## config.mk

```make
export PLATFORM = sky130hd
export DESIGN_NAME = hwregs_flat
export DESIGN_NICKNAME = d
export VERILOG_FILES = /design/src/rtl/hwregs_pkg.sv /design/src/rtl/hwregs_if.sv /design/src/rtl/hwregs_uart_tx.sv /design/src/rtl/hwregs.sv /design/src/flat_wrapper.sv
export SDC_FILE = /design/constraint.sdc
export NUM_CORES = 1
export LEC_CHECK = 0
export ABC_CLOCK_PERIOD_IN_PS = 3710
export BUFFER_PORTS_ARGS = -buffer_cell sky130_fd_sc_hd__buf_2
export CAP_MARGIN = 20
export CORE_MARGIN = 2
export CORE_UTILIZATION = 39
export DETAILED_ROUTE_END_ITERATION = 7
export GPL_TIMING_DRIVEN = 0
export HOLD_SLACK_MARGIN = 0.12
export PLACE_DENSITY = 0.63
export SYNTH_ARGS = -nofsm -noshare
export SYNTH_HDL_FRONTEND = slang
export SYNTH_HIERARCHICAL = 1
export SYNTH_SLANG_ARGS = --single-unit
```

## constraint.sdc

```tcl
create_clock -name clock -period 3.71 [get_ports clock]
set_input_delay 0.5565 -clock clock [delete_from_list [all_inputs] [get_ports clock]]
set_output_delay 0.5565 -clock clock [all_outputs]
set_load 0.1 [all_outputs]
```

## src/rtl/hwregs_pkg.sv

```systemverilog
// Shared definitions for the hwregs peripheral: register offsets, UART
// shifter states and UART_STAT bit positions.
package hwregs_pkg;

  localparam logic [7:0] HWREGS_LED       = 8'h00;
  localparam logic [7:0] HWREGS_SWITCH    = 8'h04;
  localparam logic [7:0] HWREGS_UART_TX   = 8'h08;
  localparam logic [7:0] HWREGS_UART_STAT = 8'h0C;
  localparam logic [7:0] HWREGS_TIMER     = 8'h10;

  localparam int STAT_BUSY_BIT     = 0;
  localparam int STAT_OVERFLOW_BIT = 1;

  typedef enum logic [1:0] {
    IDLE,
    START,
    DATA,
    STOP
  } uart_state_t;

endpackage

```

## src/rtl/hwregs_if.sv

```systemverilog
// CPU data-port request/response bundle between the address decoder and hwregs.
interface hwregs_if;

  logic        cpu_hwregs_req;
  logic [15:0] cpu_hwregs_addr;
  logic        cpu_hwregs_write;
  logic [31:0] cpu_hwregs_wdata;
  logic [3:0]  cpu_hwregs_wmask;
  logic        cpu_hwregs_ack;
  logic [31:0] cpu_hwregs_rdata;

  modport master (
    output cpu_hwregs_req, cpu_hwregs_addr, cpu_hwregs_write,
           cpu_hwregs_wdata, cpu_hwregs_wmask,
    input  cpu_hwregs_ack, cpu_hwregs_rdata
  );

  modport slave (
    input  cpu_hwregs_req, cpu_hwregs_addr, cpu_hwregs_write,
           cpu_hwregs_wdata, cpu_hwregs_wmask,
    output cpu_hwregs_ack, cpu_hwregs_rdata
  );

endinterface

```

## src/rtl/hwregs_uart_tx.sv

```systemverilog
// FIFO-buffered 8N1 UART transmitter: byte FIFO feeding a start/data/stop
// shifter with a registered, idle-high serial output.
module hwregs_uart_tx
  import hwregs_pkg::*;
#(
  parameter int CLKS_PER_BIT = 868,
  parameter int FIFO_DEPTH   = 16
) (
  input  logic                        clock,
  input  logic                        reset_n,
  input  logic                        push,
  input  logic [7:0]                  push_data,
  output logic                        accept,
  output logic [$clog2(FIFO_DEPTH):0] count,
  output logic                        busy,
  output logic                        uart_tx
);

  localparam int AW = $clog2(FIFO_DEPTH);
  localparam int CW = AW + 1;
  localparam int BW = $clog2(CLKS_PER_BIT);

  logic [7:0]    mem [FIFO_DEPTH];
  logic [AW-1:0] wr_ptr, rd_ptr;
  logic [CW-1:0] fifo_count;

  uart_state_t   state, state_next;
  logic [BW-1:0] baud_cnt, baud_next;
  logic [2:0]    bit_idx, bit_next;
  logic [7:0]    shift, shift_next;
  logic          tx_q, tx_next;
  logic          pop, empty, full, bit_done;

  assign empty    = (fifo_count == '0);
  assign full     = (fifo_count == CW'(FIFO_DEPTH));
  assign bit_done = (baud_cnt == BW'(CLKS_PER_BIT - 1));
  // A pop in the same cycle frees the slot, so a push into a full FIFO still lands.
  assign accept   = push && (!full || pop);
  assign count    = fifo_count;
  assign busy     = !empty || (state != IDLE);
  assign uart_tx  = tx_q;

  always_ff @(posedge clock) begin
    if (accept) mem[wr_ptr] <= push_data;
  end

  always_ff @(posedge clock) begin
    if (!reset_n) begin
      wr_ptr     <= '0;
      rd_ptr     <= '0;
      fifo_count <= '0;
    end else begin
      if (accept) wr_ptr <= wr_ptr + 1'b1;
      if (pop)    rd_ptr <= rd_ptr + 1'b1;
      case ({accept, pop})
        2'b10:   fifo_count <= fifo_count + 1'b1;
        2'b01:   fifo_count <= fifo_count - 1'b1;
        default: fifo_count <= fifo_count;
      endcase
    end
  end

  always_comb begin
    state_next = state;
    baud_next  = baud_cnt;
    bit_next   = bit_idx;
    shift_next = shift;
    pop        = 1'b0;
    case (state)
      IDLE: begin
        if (!empty) begin
          pop        = 1'b1;
          shift_next = mem[rd_ptr];
          baud_next  = '0;
          state_next = START;
        end
      end
      START: begin
        if (bit_done) begin
          baud_next  = '0;
          bit_next   = '0;
          state_next = DATA;
        end else begin
          baud_next = baud_cnt + 1'b1;
        end
      end
      DATA: begin
        if (bit_done) begin
          baud_next  = '0;
          shift_next = shift >> 1;
          if (bit_idx == 3'd7) state_next = STOP;
          else                 bit_next   = bit_idx + 3'd1;
        end else begin
          baud_next = baud_cnt + 1'b1;
        end
      end
      STOP: begin
        if (bit_done) begin
          baud_next = '0;
          // Chain straight into the next start bit when more data is queued.
          if (!empty) begin
            pop        = 1'b1;
            shift_next = mem[rd_ptr];
            state_next = START;
          end else begin
            state_next = IDLE;
          end
        end else begin
          baud_next = baud_cnt + 1'b1;
        end
      end
      default: state_next = IDLE;
    endcase

    case (state_next)
      START:   tx_next = 1'b0;
      DATA:    tx_next = shift_next[0];
      default: tx_next = 1'b1;
    endcase
  end

  always_ff @(posedge clock) begin
    if (!reset_n) begin
      state    <= IDLE;
      baud_cnt <= '0;
      bit_idx  <= '0;
      shift    <= '0;
      tx_q     <= 1'b1;
    end else begin
      state    <= state_next;
      baud_cnt <= baud_next;
      bit_idx  <= bit_next;
      shift    <= shift_next;
      tx_q     <= tx_next;
    end
  end

endmodule

```

## src/rtl/hwregs.sv

```systemverilog
// Memory-mapped register block: LEDs, synchronised switches, cycle timer and
// UART transmitter, answering with a registered ack/rdata pair.
module hwregs
  import hwregs_pkg::*;
#(
  parameter int CLKS_PER_BIT = 868,
  parameter int FIFO_DEPTH   = 16
) (
  input  logic       clock,
  input  logic       reset_n,
  hwregs_if.slave    cpu,
  output logic [9:0] leds,
  input  logic [9:0] switches,
  output logic       uart_tx
);

  logic [9:0]  sw_meta, sw_sync;
  logic [31:0] timer;
  logic        overflow;
  logic [31:0] read_val;
  logic [7:0]  offset;
  logic        in_page, wr, rd;
  logic        push, accept, busy;
  logic [$clog2(FIFO_DEPTH):0] uart_count;
  logic        unused_addr_bits;

  // Only the top 8 offset bits are decoded against zero; everything above 0xFF is unmapped.
  assign offset           = {cpu.cpu_hwregs_addr[7:2], 2'b00};
  assign in_page          = (cpu.cpu_hwregs_addr[15:8] == 8'h00);
  assign wr               = cpu.cpu_hwregs_req && cpu.cpu_hwregs_write && in_page;
  assign rd               = cpu.cpu_hwregs_req && !cpu.cpu_hwregs_write;
  assign push             = wr && (offset == HWREGS_UART_TX) && cpu.cpu_hwregs_wmask[0];
  assign unused_addr_bits = ^cpu.cpu_hwregs_addr[1:0];

  hwregs_uart_tx #(
    .CLKS_PER_BIT(CLKS_PER_BIT),
    .FIFO_DEPTH  (FIFO_DEPTH)
  ) u_uart_tx (
    .clock    (clock),
    .reset_n  (reset_n),
    .push     (push),
    .push_data(cpu.cpu_hwregs_wdata[7:0]),
    .accept   (accept),
    .count    (uart_count),
    .busy     (busy),
    .uart_tx  (uart_tx)
  );

  always_ff @(posedge clock) begin
    if (!reset_n) begin
      sw_meta  <= '0;
      sw_sync  <= '0;
      leds     <= '0;
      timer    <= '0;
      overflow <= 1'b0;
    end else begin
      sw_meta <= switches;
      sw_sync <= sw_meta;

      if (wr && offset == HWREGS_LED) begin
        if (cpu.cpu_hwregs_wmask[0]) leds[7:0] <= cpu.cpu_hwregs_wdata[7:0];
        if (cpu.cpu_hwregs_wmask[1]) leds[9:8] <= cpu.cpu_hwregs_wdata[9:8];
      end

      if (wr && offset == HWREGS_TIMER && cpu.cpu_hwregs_wmask == 4'hF)
        timer <= cpu.cpu_hwregs_wdata;
      else
        timer <= timer + 32'd1;

      if (push && !accept)
        overflow <= 1'b1;
      else if (wr && offset == HWREGS_UART_STAT && cpu.cpu_hwregs_wmask[0] &&
               cpu.cpu_hwregs_wdata[STAT_OVERFLOW_BIT])
        overflow <= 1'b0;
    end
  end

  always_comb begin
    read_val = '0;
    if (in_page) begin
      case (offset)
        HWREGS_LED:     read_val[9:0] = leds;
        HWREGS_SWITCH:  read_val[9:0] = sw_sync;
        HWREGS_UART_TX: read_val      = 32'(FIFO_DEPTH) - 32'(uart_count);
        HWREGS_UART_STAT: begin
          read_val[STAT_BUSY_BIT]     = busy;
          read_val[STAT_OVERFLOW_BIT] = overflow;
        end
        HWREGS_TIMER:   read_val      = timer;
        default:        read_val      = '0;
      endcase
    end
  end

  // rdata is forced to zero outside read acks so responders can be OR-merged.
  always_ff @(posedge clock) begin
    if (!reset_n) begin
      cpu.cpu_hwregs_ack   <= 1'b0;
      cpu.cpu_hwregs_rdata <= '0;
    end else begin
      cpu.cpu_hwregs_ack   <= cpu.cpu_hwregs_req;
      cpu.cpu_hwregs_rdata <= rd ? read_val : '0;
    end
  end

endmodule

```

## src/flat_wrapper.sv

```systemverilog
// flat-port wrapper written by rule: the top's interface ports become plain ports
module hwregs_flat import hwregs_pkg::*;
#(
  parameter int CLKS_PER_BIT = 868,
  parameter int FIFO_DEPTH   = 16
)
  (clock, reset_n, leds, switches, uart_tx, cpu_cpu_hwregs_req, cpu_cpu_hwregs_addr, cpu_cpu_hwregs_write, cpu_cpu_hwregs_wdata, cpu_cpu_hwregs_wmask, cpu_cpu_hwregs_ack, cpu_cpu_hwregs_rdata);
  hwregs_if cpu_i ();
  input  logic clock;
  input  logic reset_n;
  output logic [9:0] leds;
  input  logic [9:0] switches;
  output logic uart_tx;
  input wire logic [$bits(cpu_i.cpu_hwregs_req)-1:0] cpu_cpu_hwregs_req;
  input wire logic [$bits(cpu_i.cpu_hwregs_addr)-1:0] cpu_cpu_hwregs_addr;
  input wire logic [$bits(cpu_i.cpu_hwregs_write)-1:0] cpu_cpu_hwregs_write;
  input wire logic [$bits(cpu_i.cpu_hwregs_wdata)-1:0] cpu_cpu_hwregs_wdata;
  input wire logic [$bits(cpu_i.cpu_hwregs_wmask)-1:0] cpu_cpu_hwregs_wmask;
  output wire logic [$bits(cpu_i.cpu_hwregs_ack)-1:0] cpu_cpu_hwregs_ack;
  output wire logic [$bits(cpu_i.cpu_hwregs_rdata)-1:0] cpu_cpu_hwregs_rdata;
  assign cpu_i.cpu_hwregs_req = cpu_cpu_hwregs_req;
  assign cpu_i.cpu_hwregs_addr = cpu_cpu_hwregs_addr;
  assign cpu_i.cpu_hwregs_write = cpu_cpu_hwregs_write;
  assign cpu_i.cpu_hwregs_wdata = cpu_cpu_hwregs_wdata;
  assign cpu_i.cpu_hwregs_wmask = cpu_cpu_hwregs_wmask;
  assign cpu_cpu_hwregs_ack = cpu_i.cpu_hwregs_ack;
  assign cpu_cpu_hwregs_rdata = cpu_i.cpu_hwregs_rdata;
  hwregs #(.CLKS_PER_BIT(CLKS_PER_BIT), .FIFO_DEPTH(FIFO_DEPTH)) u_core (.clock(clock), .reset_n(reset_n), .cpu(cpu_i), .leds(leds), .switches(switches), .uart_tx(uart_tx));
endmodule
```

=== After elaboration in Yosys (flattened, before gate mapping) ===
Memory sizes are Yosys's and may differ from the RTL's. A register that Yosys moved wholly into a read port is not among the register bits.
Cells that the tools add are included.
W data, S select, Z words.

* Add/sub/neg operators: 8
* Eq/ne operators: 20
* Multiplexer cells: 33
* Reduce and logical (&&, ||, !) cells: 34

{| class="wikitable"
|+ Operators with widths
! cell !! number
|-
| $pmux W22 S2 || 1
|-
| $add A32 B1 Y32 const B || 1
|-
| $mux W32 || 1
|-
| $pmux W8 S4 || 1
|-
| $mux W8 || 3
|-
| $pmux W8 S3 || 1
|-
| $mux W10 || 2
|-
| $pmux W10 S2 || 1
|-
| $logic_not A8 Y1 || 2
|-
| $logic_and A1 B1 Y1 || 13
|-
| $eq A6 B2 Y1 const B || 2
|-
| $add A10 B1 Y10 const B || 1
|-
| $eq A10 B10 Y1 const B || 1
|-
| $mux W2 || 5
|-
| $ne A2 B2 Y1 const B || 5
|-
| $pmux W2 S5 || 1
|-
| $pmux W5 S2 || 1
|-
| $mux W3 || 3
|-
| $add A4 B1 Y4 const B || 2
|-
| $eq A2 B2 Y1 const B || 4
|-
| $mux W4 || 2
|-
| $pmux W2 S4 || 1
|-
| $reduce_bool A2 Y1 || 4
|-
| $mux W1 || 7
|-
| 21 further kinds || 30
|}

* Register bits after elaboration: 133
* RAM bits: 128
* Input bits: 66
* Output and inout bits: 44
* Memories: 1

{| class="wikitable"
|+ Memory list
! name !! depth !! bits a word !! read ports !! clocked after Yosys merged registers in !! write ports !! line !! text
|-
| u_core.u_uart_tx.mem || 16 || 8 || 1 || 1 || 1 || hwregs_uart_tx.sv:23 || <nowiki>logic [7:0] mem [FIFO_DEPTH];</nowiki>
|}

=== Logic depth before layout (Yosys ltp) ===
Gate-level depths: netlist (run 1).

* Word-level depth: 9
* Gate-level depth with buffers: 13

=== Hierarchy ===
Netlist (run 1), hierarchy kept.

{| class="wikitable"
|+ By module, submodules not included
! module !! times used !! cells an instance !! area an instance (µm²) !! seq. area each (µm²)
|-
| hwregs_uart_tx || 1 || 456 || 7186.9 || 4664.5
|-
| hwregs || 1 || 444 || 4021.4 || 1921.8
|}

=== Worst setup path before layout (run 1) ===
Ideal clock, no wire load.

* Kind: input-to-reg
* Start point: input port cpu_cpu_hwregs_addr[7]
* End point: register u_core.u_uart_tx.fifo_count[4] (netlist: u_core/u_uart_tx/count[4])
* Arrival time: 3.227 ns
* Required time: 3.624 ns
* Slack: 0.397 ns
* Cell stages on the path: 13
* Buffers on the path: 2
* Cells stage by stage: or4_1 -> clkbuf_1 -> nor3b_2 -> nand4_1 -> inv_1 -> buf_2 -> nor4_2 -> fa_1 -> a21o_1 -> a21oi_1 -> nor3_1 -> a22o_1 -> a211oi_1

* Cells in the longest elaborated chain, start to end: 6
* Elaborated cells on any way between the ends: 8
* Classes of those cells: eq/ne: 3; mux: 1; reduce/logical: 4

{| class="wikitable"
|+ Ends and longest elaborated chain
! item !! line !! text
|-
| start: declaration || flat_wrapper.sv:15 || <nowiki>input wire logic [$bits(cpu_i.cpu_hwregs_addr)-1:0] cpu_cpu_hwregs_addr;</nowiki>
|-
| $eq A6 B2 Y1 * || hwregs.sv:32 || <nowiki>assign push = wr && (offset == HWREGS_UART_TX) && cpu.cpu_hwregs_wmask[0];</nowiki>
|-
| $logic_and A1 B1 Y1 * (2 in series) || hwregs.sv:32 ||
|-
| named net u_core.push || hwregs.sv:23 || <nowiki>logic push, accept, busy;</nowiki>
|-
| $logic_and A1 B1 Y1 * || hwregs_uart_tx.sv:38 || <nowiki>assign accept = push && (!full || pop);</nowiki>
|-
| $eq A2 B1 Y1 / $eq A2 B2 Y1 (equally long branches) || hwregs_uart_tx.sv:55 || <nowiki>case ({accept, pop})</nowiki>
|-
| $pmux W5 S2 / $reduce_bool A2 Y1 (equally long branches) || - ||
|-
| end signal: assignment || hwregs_uart_tx.sv:56 || <nowiki>2'b10: fifo_count <= fifo_count + 1'b1;</nowiki>
|-
| end signal: assignment || hwregs_uart_tx.sv:57 || <nowiki>2'b01: fifo_count <= fifo_count - 1'b1;</nowiki>
|-
| end signal: assignment || hwregs_uart_tx.sv:58 || <nowiki>default: fifo_count <= fifo_count;</nowiki>
|-
| end: declaration || hwregs_uart_tx.sv:25 || <nowiki>logic [CW-1:0] fifo_count;</nowiki>
|}

The timed path passes the listed nets; every way through them passes the cells marked *.
A chain may end at the register's enable or synchronous reset.

=== Worst setup path in the final report (run 1) ===
* Start point: register u_core.u_uart_tx.baud_cnt[0]
* End point: register u_core.u_uart_tx.fifo_count[4] (netlist: u_core/u_uart_tx/count[4])

* Cells in the longest elaborated chain, start to end: 7
* Elaborated cells on any way between the ends: 9
* Classes of those cells: eq/ne: 3; mux: 3; reduce/logical: 3

{| class="wikitable"
|+ Ends and longest elaborated chain
! item !! line !! text
|-
| start: declaration || hwregs_uart_tx.sv:28 || <nowiki>logic [BW-1:0] baud_cnt, baud_next;</nowiki>
|-
| start signal: assignment || hwregs_uart_tx.sv:131 || <nowiki>baud_cnt <= baud_next;</nowiki>
|-
| $eq A10 B10 Y1 * || hwregs_uart_tx.sv:36 || <nowiki>assign bit_done = (baud_cnt == BW'(CLKS_PER_BIT - 1));</nowiki>
|-
| $mux W1 * || hwregs_uart_tx.sv:98 || <nowiki>if (bit_done) begin</nowiki>
|-
| $pmux W1 S2 * || hwregs_uart_tx.sv:69 || <nowiki>case (state)</nowiki>
|-
| $logic_or A1 B1 Y1 || hwregs_uart_tx.sv:38 ||
|-
| $logic_and A1 B1 Y1 || hwregs_uart_tx.sv:38 ||
|-
| $eq A2 B1 Y1 / $eq A2 B2 Y1 (equally long branches) || hwregs_uart_tx.sv:55 ||
|-
| $pmux W5 S2 / $reduce_bool A2 Y1 (equally long branches) || - ||
|}

Every way passes the cells marked *; elsewhere a longest branch is shown, timed or not.

==> flow_summary.ini, run 1 <==
[clock_tree]
post_cts_buffers = 0
numCtsBuffers = 28
h-tree-depth = 1
worst_setup_hold_path_clk_slew_ns = 0.06
cts_root_buffer = clkbuf_16
cts_resized = 0
holdBufCountCts = 0
clk-insertion-delay-late_ns = 0.54
clockBufferDepth = 3
cts_num_sinks = 265
cts_tree = built

[cells_and_area]
fin_util_pct = 46.1
syn2layout_area_growth_pct = 17.1
fill_cells = 2632
num_antenna_cells = 0
fin_cells = 1442
drive_above_1_share_pct = 21.5
nets = 1124
final_cell_area_sq_um = 13100

[sta]
maxSlewViolCount = 0
hold_slack_ns = 0.215
relSlewSlack_pct = 40.2
fin_crit_ns = 3.34
setup_viol_count_final = 0
rsz0062_at_grt = false
max_freq_mhz = 299
max_slew.worst_pin.slew_ns = 0.894
hold_viol_final = 0
finalClockSkew_ns = 0.0137
finalCritPeriodShare_pct = 90.0

[critical_path]
ff2ff_path_depth = 10
critPathTopFamily = simple AND/OR/NAND/NOR gates
r2r_end = u_core/u_uart_tx/count[4]$_SDFFE_PN0P_
crit_top_cell = ha_1
slowest_delay_ns = 0.70
path_class = reg2reg
critPathRequiredTime_ns = 4.17
r2r_slack_ns = 0.37
critPathMaxFanout = 9
start_kind = register
startpoint = u_core/u_uart_tx/baud_cnt[0]$_SDFFE_PN0P_
crit_path_top_delay_cell = nor4_2
path_cells = ha_1 -> nor3b_4 -> a41oi_4 -> nor4_2 -> ha_1 -> a21o_1 -> a21oi_1 -> nor3_1 -> a22o_1 -> a211oi_1
path_buf_inv = 0
endpoint_kind = register
worstReg2RegStart = u_core/u_uart_tx/baud_cnt[0]$_SDFFE_PN0P_
critPathArrivalTime_ns = 3.80

[logic_synthesis]
netlist_instances = 900
yosys.area.top_type = edfxtp_1
synth_top_area_share_pct = 34.3
async_flop_share_pct = 0
synth_warnings = 6
syn_avg_cell_area_sq_um = 12.5
synth.net_count = 985
ys_seq_area_share_pct = 58.8
synth_seq_cells = 265
ys_top_cells_by_area = edfxtp_1, dfxtp_1, mux4_2, nand2_1, a21oi_1
synth_edf_count = 128
syn_area_sq_um = 11200
ys.flop_type = dfxtp_1
yosysUniqueCellTypes = 73

[place]
place_inst = 1393
placed_cell_area_sq_um = 12200
hpwl_mm = 18.5
io_buffers = 105
gp_congestion = 0.845

[worst_hold_path]
hp-class = in2reg
whs_endpoint = u_core/sw_meta[5]$_SDFF_PN0_
holdCritStartpoint = switches[5]
hold_path_depth = 2

[routing]
drtIter0Drc = 570
ant_nets = 0
vias = 7624
wl_per_cell_microns = 18.6
drc = 0
viasPerCell = 5.29
drtPass1Iterations = 5
wirelength_mm = 26.8

[grt]
grt_start_max_net_pins = 20
grt_pass1_vias = 7417
grt_usage_pct = 17.7
overflow = 0
grt_pass1_wl_mm = 42.0
antenna_found_initial = 0

[floorplan]
core_sq_um = 28500
fp-row-count = 62
ios = 110
start_util_pct = 39.4
die_area_sq_um = 30100
die_h_microns = 174
chipWidth_microns = 174

[pwr]
power.leakage_nw = 4.74
powerDensity_nw_per_um2 = 538
max-vdd-ir-drop_mv = 0.369

[status]
status = finished, final reports clean

[job]
drv_cap = 0
==> state kept, by name, summed over array words and instances, names as in the netlist, 5 cells and up, named ones only <==
register and flops:
u_core/sw_meta 10, u_core/leds 10, u_core/u_uart_tx/baud_cnt 10, u_core/u_uart_tx/shift 8
u_core/u_uart_tx/mem 128, u_core/cpu.cpu_hwregs_rdata 32, u_core/u_uart_tx/count 5, u_core/timer 32
u_core/sw_sync 10
==> kinds of logic (layout without fill, tap and decap cells) <==
kind of cell / Yosys count / after routing / share of synthesized area, %
AND/OR/NAND/NOR: 286 / 286 / 13.9
flip-flops: 265 / 265 / 58.8
AO/OA/AOI/OAI: 172 / 172 / 10.3
buffers and inverters: 67 / 225 / 2.65
multiplexers: 55 / 55 / 9.39
XOR/XNOR: 36 / 36 / 2.81
adder cells (fa/ha/maj): 19 / 19 / 2.19
==> area by class of cell <==
class | instances | area (sq um) | share of cell area, %
inverters | 18 | 67.6 | 0.515
well taps | 384 | 480 | 3.66
flip-flops and latches | 265 | 6590 | 50.2
repair buffers | 109 | 551 | 4.19
plain buffers | 49 | 229 | 1.74
multi-input cells | 568 | 4330 | 32.9
clock buffers | 40 | 787 | 5.99
clock inverters | 9 | 103 | 0.781
==> Yosys cell counts (8+ instances only) <==
cell / count
nor3_1: 19
mux2i_1: 14
nand4_1: 13
ha_1: 18
inv_1: 18
a21oi_1: 63
dfxtp_1: 137
buf_2: 9
clkbuf_1: 29
o211a_1: 16
nand2b_1: 9
nand3_1: 21
o21ai_0: 30
edfxtp_1: 128
nor4_1: 8
nor2_1: 47
mux4_2: 40
nand2_1: 92
xor2_1: 13
xnor2_1: 23
a22oi_1: 12
and2_1: 24
==> worst max-delay path by stage <==
| stage | endpoint | slack (ns) | depth (start not counted) |
|---|---|---|---|
| floorplan | u_core/u_uart_tx/count[4]$_SDFFE_PN0P_ | 0.40 | 13 |
| global placement | u_core/u_uart_tx/mem[3][6]$_DFFE_PP_ | -0.30 | 9 |
| detailed placement | u_core/u_uart_tx/count[4]$_SDFFE_PN0P_ | -0.12 | 14 |
| CTS | u_core/u_uart_tx/count[4]$_SDFFE_PN0P_ | 0.38 | 10 |
| global route | u_core/u_uart_tx/count[4]$_SDFFE_PN0P_ | 0.07 | 10 |
| finish | u_core/u_uart_tx/count[4]$_SDFFE_PN0P_ | 0.37 | 10 |
==> per-layer routing <==
metal  wire length [microns]  GRT usage, %  up-vias  share of wire, %
met5                       0             0        -                 0
met4                     518          4.20        0               1.9
met3                    1230          2.76       42               4.6
met2                   12600          28.6      188                47
met1                   12500          25.1     3739                47
li1                        -             -     3655                 -
==> through the flow <==
step / total power, W / setup slack, ns / setup TNS (ns)
after global placement: 0.00440 / -0.296 / -6.94
after floorplan: 0.00411 / 0.397 / 0
after detailed placement: 0.00442 / -0.121 / -0.121
after CTS: 0.00713 / 0.383 / 0
final: 0.00706 / 0.371 / 0
after global routing: 0.00735 / 0.0664 / 0
==> power breakdown <==
part | internal, W | leakage, nW | switching, W
clock | 0.00161 | 0.436 | 0.00110
combinational | 0.000487 | 2.04 | 0.000653
sequential | 0.00314 | 2.26 | 0.0000705
==> worst reg2reg max path, cell delays in order (launching register included) <==
cell	delay, ns
dfxtp_1	0.37
ha_1	0.26
nor3b_4	0.34
a41oi_4	0.23
nor4_2	0.71
ha_1	0.41
a21o_1	0.18
a21oi_1	0.29
nor3_1	0.08
a22o_1	0.19
a211oi_1	0.21
==> layout by cell type (no fill, tap or decap), drive strengths merged, types with 5 or more instances in the layout <==
master	synthesis	final
xnor2	23	23
and2	24	24
nor3b	6	6
a31oi	7	7
a21boi	8	8
nor4	13	13
nor2	48	48
inv	18	19
clkinv	0	6
a222oi	6	6
mux4	40	40
nand2b	9	9
nand3	23	23
or3	5	5
a22oi	12	12
dfxtp	137	137
ha	18	18
nor3	22	22
o21ai	30	30
nand4	15	15
edfxtp	128	128
mux2i	14	14
nand2	92	92
clkbuf	29	69
xor2	13	13
a21oi	64	64
o211a	16	16
buf	20	129
or4	5	5
and3	7	7
(Power assumes the default switching activity.)
==> inputs of run 2 (changes only) <==
- CAP_MARGIN: 20 -> 25
- CORE_MARGIN: 2 -> 1.5
==> flow_summary.ini, run 2 (synthesis results as in run 1) <==
[status]
status = finished, final reports clean

[clock_tree]
h-tree-depth = 1
cts_num_sinks = 265
clk-insertion-delay-late_ns = 0.54
clockBufferDepth = 3
worst_setup_hold_path_clk_slew_ns = 0.06
numCtsBuffers = 28
post_cts_buffers = 0
holdBufCountCts = 0
cts_resized = 0
cts_tree = built
cts_root_buffer = clkbuf_16

[place]
hpwl_mm = 18.4
gp_congestion = 0.845
placed_cell_area_sq_um = 12200
io_buffers = 105
place_inst = 1384

[grt]
grt_pass1_wl_mm = 42.6
overflow = 0
grt_pass1_vias = 7570
grt_start_max_net_pins = 20
grt_usage_pct = 17.9
antenna_found_initial = 0

[routing]
viasPerCell = 5.34
vias = 7665
wirelength_mm = 26.6
wl_per_cell_microns = 18.5
drc = 0
drtIter0Drc = 632
drtPass1Iterations = 5
ant_nets = 0

[floorplan]
fp-row-count = 61
core_sq_um = 28000
die_h_microns = 173
chipWidth_microns = 173
die_area_sq_um = 29800
ios = 110
start_util_pct = 40.0

[cells_and_area]
fin_cells = 1436
largest_reg_flops = 128
nets = 1121
reg.largest.list = u_core/u_uart_tx/mem x128, u_core/cpu.cpu_hwregs_rdata x32, u_core/timer x32
seqCellArea_sq_um = 6590
syn2layout_area_growth_pct = 18.1
drive_above_1_share_pct = 21.7
top_register = u_core/u_uart_tx/mem
final_common_cell = dfxtp_1
num_antenna_cells = 0
fill_cells = 2510
multi_input_area_sq_um = 4340
layout_common_cells = dfxtp_1, edfxtp_1, buf_2, nand2_1, a21oi_1
final_cell_area_sq_um = 13200

[sta]
rsz0062_at_grt = false
hold_viol_final = 0
finalCritPeriodShare_pct = 90.8
finalClockSkew_ns = 0.00821
max_freq_mhz = 297
relSlewSlack_pct = 37.1
maxSlewViolCount = 0
max_slew.worst_pin.slew_ns = 0.940
hold_slack_ns = 0.221
fin_crit_ns = 3.37
setup_viol_count_final = 0

[pwr]
max-vdd-ir-drop_mv = 0.377
powerDensity_nw_per_um2 = 557
power.leakage_nw = 4.79

[worst_hold_path]
hp-class = in2reg
whs_endpoint = u_core/sw_meta[8]$_SDFF_PN0_
hold_path_depth = 2
holdCritStartpoint = switches[8]

[job]
drv_cap = 0

[critical_path]
path_class = in2reg
critPathRequiredTime_ns = 4.11
r2r_end = u_core/u_uart_tx/count[4]$_SDFFE_PN0P_
worstReg2RegStart = u_core/u_uart_tx/baud_cnt[0]$_SDFFE_PN0P_
critPathMaxFanout = 8
endpoint_kind = register
r2r_slack_ns = 0.40
ff2ff_path_depth = 10
critPathArrivalTime_ns = 3.77
start_kind = input port
==> run 2: cell types whose count changed in the layout (fill, tap and decap cells not counted) <==
cell	before	now
buf_2	116	114
bufinv_16	2	6
clkinv_2	3	2
clkbuf_1	38	39
nor3_2	2	5
buf_4	5	4
nor3_1	19	16
clkinv_1	2	1
==> run 2: cell type report <==
| class | count | area share (%) |
|---|---|---|
| flip-flops and latches | 265 | 49.8 |
| multi-input cells | 568 | 32.8 |
| clock buffers | 41 | 5.98 |
| repair buffers | 106 | 4.03 |
| well taps | 378 | 3.57 |
| plain buffers | 49 | 1.73 |
| clock inverters | 11 | 1.62 |
| inverters | 18 | 0.511 |
==> run 2: where the power goes <==
| group | internal [W] | leakage (nW) | switching (W) | total (W) |
|---|---|---|---|---|
| clock | 0.00190 | 0.488 | 0.00113 | 0.00302 |
| sequential | 0.00314 | 2.26 | 0.0000717 | 0.00322 |
| combinational | 0.000487 | 2.04 | 0.000647 | 0.00113 |
| total | 0.00553 | 4.79 | 0.00184 | 0.00737 |
==> run 2: per-layer routing <==
| layer | GRT usage [%] | share of wire [%] | vias to the layer above |
|---|---|---|---|
| li1 | - | - | 3649 |
| met1 | 25.6 | 47 | 3781 |
| met2 | 28.6 | 46 | 195 |
| met3 | 2.30 | 4.7 | 40 |
| met4 | 5.01 | 2.0 | 0 |
| met5 | 0 | 0 | - |
==> run 2: through the flow <==
step	TNS (ns)	power (W)	utilization (%)	setup slack (ns)
3_3_place_gp	-12.47	0.00440	43.6	-0.429
3_5_place_dp	-0.185	0.00441	43.7	-0.185
2_1_floorplan	0	0.00411	-	0.397
5_1_grt	0	0.00767	47.2	0.0215
6_report	0	0.00737	47.2	0.341
4_1_cts	0	0.00742	47.2	0.374
==> run 2: worst max path at each step <==
| stage | start | to | slack, ns |
|---|---|---|---|
| 6_report | cpu_cpu_hwregs_addr[7] | u_core/u_uart_tx/count[4]$_SDFFE_PN0P_ | 0.34 |
| 4_1_cts | cpu_cpu_hwregs_addr[7] | u_core/u_uart_tx/count[4]$_SDFFE_PN0P_ | 0.37 |
| 2_1_floorplan | cpu_cpu_hwregs_addr[7] | u_core/u_uart_tx/count[4]$_SDFFE_PN0P_ | 0.40 |
| 5_1_grt | u_core/u_uart_tx/baud_cnt[0]$_SDFFE_PN0P_ | u_core/u_uart_tx/count[4]$_SDFFE_PN0P_ | 0.02 |
| 3_5_place_dp | cpu_cpu_hwregs_addr[7] | u_core/u_uart_tx/count[4]$_SDFFE_PN0P_ | -0.19 |
| 3_3_place_gp | cpu_cpu_hwregs_addr[7] | u_core/u_uart_tx/mem[3][2]$_DFFE_PP_ | -0.43 |
==> run 2: worst max-delay path: stages <==
cell      delay (ns)
buf_2           0.11
or4_1           0.52
clkbuf_1        0.18
nor3b_2         0.43
nand4_1         0.21
inv_1           0.08
buf_2           0.19
nor4_2          0.13
fa_1            0.43
a21o_1          0.20
a21oi_1         0.30
nor2_1          0.08
a221oi_1        0.27
a211oi_1        0.08
